`config.mk`:
```
export PLATFORM = sky130hd
export DESIGN_NAME = multicycle_controller
export DESIGN_NICKNAME = d
export VERILOG_FILES = /design/src/rtl/multicycle_controller.sv
export SDC_FILE = /design/constraint.sdc
export NUM_CORES = 1
export LEC_CHECK = 0
export CELL_PAD_IN_SITES_DETAIL_PLACEMENT = 1
export CELL_PAD_IN_SITES_GLOBAL_PLACEMENT = 2
export CORE_ASPECT_RATIO = 1.2
export CORE_MARGIN = 2
export CORE_UTILIZATION = 30
export DETAILED_ROUTE_END_ITERATION = 6
export DONT_BUFFER_PORTS = 1
export GPL_ROUTABILITY_DRIVEN = 0
export PLACE_DENSITY = 0.82
export SLEW_MARGIN = 20
export SYNTH_ARGS = -nofsm -noshare
export SYNTH_HDL_FRONTEND = slang
export SYNTH_SLANG_ARGS = --single-unit
```
`constraint.sdc`:
```
create_clock -name clk -period 1.7 [get_ports clk]
set_input_delay 0.255 -clock clk [delete_from_list [all_inputs] [get_ports clk]]
set_output_delay 0.255 -clock clk [all_outputs]
set_load 0.02 [all_outputs]
```
`src/rtl/multicycle_controller.sv`:
```
// Multicycle MIPS-subset control unit: Moore sequencer producing datapath mux,
// memory and register-file strobes, with a stall handshake on memory accesses.
module multicycle_controller (
  input  logic       clk,
  input  logic       rst_n,
  input  logic [5:0] opcode,
  input  logic [5:0] funct,
  input  logic       zero,
  input  logic       mem_ready,
  output logic       iord,
  output logic       mem_read,
  output logic       mem_write,
  output logic       ir_write,
  output logic       reg_dst,
  output logic       mem_to_reg,
  output logic       reg_write,
  output logic       alu_src_a,
  output logic [1:0] alu_src_b,
  output logic [1:0] alu_op,
  output logic [1:0] pc_src,
  output logic       pc_en,
  output logic       ext_zero,
  output logic [3:0] state,
  output logic       illegal_op
);

  typedef enum logic [3:0] {
    FETCH   = 4'd0,
    DECODE  = 4'd1,
    MEMADR  = 4'd2,
    MEMRD   = 4'd3,
    MEMWB   = 4'd4,
    MEMWR   = 4'd5,
    EXEC    = 4'd6,
    ALUWB   = 4'd7,
    BRANCH  = 4'd8,
    IMMEXEC = 4'd9,
    IMMWB   = 4'd10,
    JUMP    = 4'd11
  } state_e;

  localparam logic [5:0] OP_R    = 6'b000000;
  localparam logic [5:0] OP_LW   = 6'b100011;
  localparam logic [5:0] OP_SW   = 6'b101011;
  localparam logic [5:0] OP_BEQ  = 6'b000100;
  localparam logic [5:0] OP_ADDI = 6'b001000;
  localparam logic [5:0] OP_ANDI = 6'b001100;
  localparam logic [5:0] OP_ORI  = 6'b001101;
  localparam logic [5:0] OP_J    = 6'b000010;

  state_e state_q, state_d;

  // funct is consumed by the ALU decoder, not by the sequencer.
  logic unused_funct;
  assign unused_funct = ^funct;

  logic is_logical_imm;
  assign is_logical_imm = (opcode == OP_ANDI) || (opcode == OP_ORI);

  always_ff @(posedge clk) begin
    if (!rst_n) state_q <= FETCH;
    else        state_q <= state_d;
  end

  assign state = state_q;

  always_comb begin
    state_d    = FETCH;
    iord       = 1'b0;
    mem_read   = 1'b0;
    mem_write  = 1'b0;
    ir_write   = 1'b0;
    reg_dst    = 1'b0;
    mem_to_reg = 1'b0;
    reg_write  = 1'b0;
    alu_src_a  = 1'b0;
    alu_src_b  = 2'b00;
    alu_op     = 2'b00;
    pc_src     = 2'b00;
    pc_en      = 1'b0;
    ext_zero   = 1'b0;
    illegal_op = 1'b0;
    unique case (state_q)
      FETCH: begin
        mem_read  = 1'b1;
        alu_src_b = 2'b01;
        ir_write  = mem_ready;
        pc_en     = mem_ready;
        state_d   = mem_ready ? DECODE : FETCH;
      end
      DECODE: begin
        alu_src_b = 2'b11;
        case (opcode)
          OP_LW, OP_SW:               state_d = MEMADR;
          OP_R:                       state_d = EXEC;
          OP_BEQ:                     state_d = BRANCH;
          OP_ADDI, OP_ANDI, OP_ORI:   state_d = IMMEXEC;
          OP_J:                       state_d = JUMP;
          default: begin
            state_d    = FETCH;
            illegal_op = 1'b1;
          end
        endcase
      end
      MEMADR: begin
        alu_src_a = 1'b1;
        alu_src_b = 2'b10;
        state_d   = (opcode == OP_LW) ? MEMRD : MEMWR;
      end
      MEMRD: begin
        iord     = 1'b1;
        mem_read = 1'b1;
        state_d  = mem_ready ? MEMWB : MEMRD;
      end
      MEMWB: begin
        mem_to_reg = 1'b1;
        reg_write  = 1'b1;
      end
      MEMWR: begin
        iord      = 1'b1;
        mem_write = 1'b1;
        state_d   = mem_ready ? FETCH : MEMWR;
      end
      EXEC: begin
        alu_src_a = 1'b1;
        alu_op    = 2'b10;
        state_d   = ALUWB;
      end
      ALUWB: begin
        reg_dst   = 1'b1;
        reg_write = 1'b1;
      end
      BRANCH: begin
        alu_src_a = 1'b1;
        alu_op    = 2'b01;
        pc_src    = 2'b01;
        pc_en     = zero;
      end
      IMMEXEC: begin
        alu_src_a = 1'b1;
        alu_src_b = 2'b10;
        alu_op    = is_logical_imm ? 2'b11 : 2'b00;
        ext_zero  = is_logical_imm;
        state_d   = IMMWB;
      end
      IMMWB: begin
        reg_write = 1'b1;
        ext_zero  = is_logical_imm;
      end
      JUMP: begin
        pc_src = 2'b10;
        pc_en  = 1'b1;
      end
      default: state_d = FETCH;
    endcase
  end

endmodule

```
==> run summary <==
Yosys Warn Count - 0
initial antenna violation count - 0
Antenna Nets Post-Route - 0
pin count of the biggest net entering global routing - 18
DRC Markers - 0
Global Route Usage Sum - 17.1%
Critical Path Start - state[1]$_SDFF_PN0_
CTS tree - yes
number of max-cap violations - 0
Fmax - 571 MHz
DR pass1 iterations - 2
Util after Layout - 41.9%
worst path cell trace - or4b_4 > a221oi_2 > buf_4
initial core utilization - 31.4%
vias per cell - 5.46
final WL - 1960 um
mean area per synthesized cell - 7.24 um^2
critical setup path kind - flop to primary output
die area - 2540 um^2
CP peak stage delay - 0.58 ns
HP Class - primary input to flop
post-synth net total - 105
clk_lat worst skew - 0.23 ns
crit path max fanout - 3
Seq/Total Area, Yosys - 12.4%
outcome - finished, violations left
Die Height - 54.8 um
wire length of the first global-routing pass - 3180 um
Syn Inst Count - 89
min-delay src - rst_n
power per cell area - 378 nW/um^2
Slew @ Worst Pin - 0.351 ns
Worst Path Required - 1.44 ns
Crit-path slowest cell - or4b_4
cell area after synthesis - 644 um^2
CP Launch Type - flop
register clock-pin slew on the reported worst setup and hold paths - 0.04 ns
top cells by area, synth - dfxtp_1 (12%), clkbuf_8 (8.5%), nor2_1 (5.8%)
share of layout cells above drive strength 1 - 45.2%
worst reg2reg startpoint - state[0]$_SDFF_PN0_
ys flop type - dfxtp_1
Tmin final - 1.75 ns
Clock Sinks - 4
Fin Clk Skew - 0.000204 ns
H-tree levels - 1
Nets - 122
final hold violation count - 0
Rows - 18
vias in the first global route - 713
endpoints failing setup - 1
vias - 731
worst path bufs/invs - 1
failing checks - negative setup slack
ant diodes - 0
Cell variety after synth - 43
worst ir drop on vdd - 0.189 mV
number of flops mapped to enable cells by yosys - 0
total grt overflow - 0
Static Leak - 0.000346 uW
routed len/inst - 14.6 um
RSZ-0062 raised after global routing - yes
total CTS buffers - 3
IO buf count - 0
Post-DP HPWL - 1590 um
register bit total from synthesis - 4
Synth top area share - 12.4%
Worst EP arrival - 1.49 ns
clk buf depth - 2
I/O pins - 37
pre-CTS setup slack - 0.171 ns
P&R area growth vs syn - 33.4%
post-synth top area cell - dfxtp_1
Critical Path Sink Type - primary output
die width - 46.3 um
max reg flops - 4
Slew Limit Fails - 0
Synth top cells by count - nor2_1 (10), a21oi_1 (7), nand2_1 (7)
Worst slew margin - 76.4%
setup ws final - -0.0499 ns
Post-synth ARST share - 0%
period utilization - 103%
most common cell in the synthesized netlist - nor2_1
Core Box Area - 2050 um^2
Fillers - 259
CTS root buf - clkbuf_4
largest delay contributor family on the critical path - simple AND/OR/NAND/NOR gates
post-CTS setup repair buffer count - 0
first-iteration detailed-routing DRC count - 4
==> path summary, 6_finish.rpt <==
| kind | endpoint | slack (ns) | depth (start not counted) |
|---|---|---|---|
| worst max-delay path | illegal_op | -0.05 | 3 |
| worst min-delay path | state[3]$_SDFF_PN0_ | 0.19 | 2 |
| worst max register to register | state[0]$_SDFF_PN0_ | 0.25 | 6 |
| worst min register to register | state[3]$_SDFF_PN0_ | 0.73 | 4 |
==> power by group <==
group          internal, uW  switching (uW)
sequential             96.7            1.57
combinational          49.2            60.8
clock                  78.9            38.1
==> cells in the final DEF, fill, tap and decap left out, types with 2 or more instances in the layout <==
master / instances
buf_4: 17
nor2_1: 9
a21oi_1: 7
nand2_1: 6
o21ai_0: 4
nor3_2: 3
clkbuf_4: 3
buf_6: 3
nand2b_4: 2
and3_1: 2
nor3_1: 2
and2b_2: 2
nor2b_1: 2
nor4_1: 2
o21ai_1: 2
dfxtp_1: 2
dfxtp_2: 2
==> metrics by stage <==
stage	cells	power, uW	TNS, ns	cell area (um^2)	hold WS, ns
after floorplan	89	188	-0.00537	666	0.408
after global placement	131	200	0	782	0.439
after detailed placement	131	203	0	782	0.440
after CTS	134	325	-0.0668	826	0.192
after global routing	134	346	-0.123	860	0.196
final	134	325	-0.0499	860	0.193
==> kinds of logic after synthesis <==
logic type / Yosys count / share of synthesized area, %
buf+inv: 11 / 15.3
compound gates: 28 / 28.7
mux: 2 / 3.30
simple gates: 42 / 37.3
fa+ha+maj: 1 / 1.55
flops: 4 / 12.4
xor+xnor: 1 / 1.36
==> metal layers <==
layer / GRT usage, % / vias to the layer above / share of wire [%]
met2: 29.6 / 22 / 51
met5: 0 / - / 0
met3: 1.65 / 2 / 4.4
li1: - / 363 / -
met4: 4.29 / 0 / 0.87
met1: 22.4 / 344 / 44
==> repair_timing <==
item / in CTS / in global routing
setup endpoints to repair: 4 / 7
pin swaps: 2 / 2
cloned: 0 / 0
gates resized for setup: 7 / 9
hold buffers: 0 / 0
==> area by class of cell <==
cell class	instances	area [um^2]	share of cell area [%]
inverters	2	7.51	0.873
flip-flops and latches	4	82.6	9.61
well taps	30	37.5	4.37
repair buffers	21	181	21.1
clock buffers	3	22.5	2.62
multi-input cells	74	528	61.4
Power figures use the tool's default switching activity.
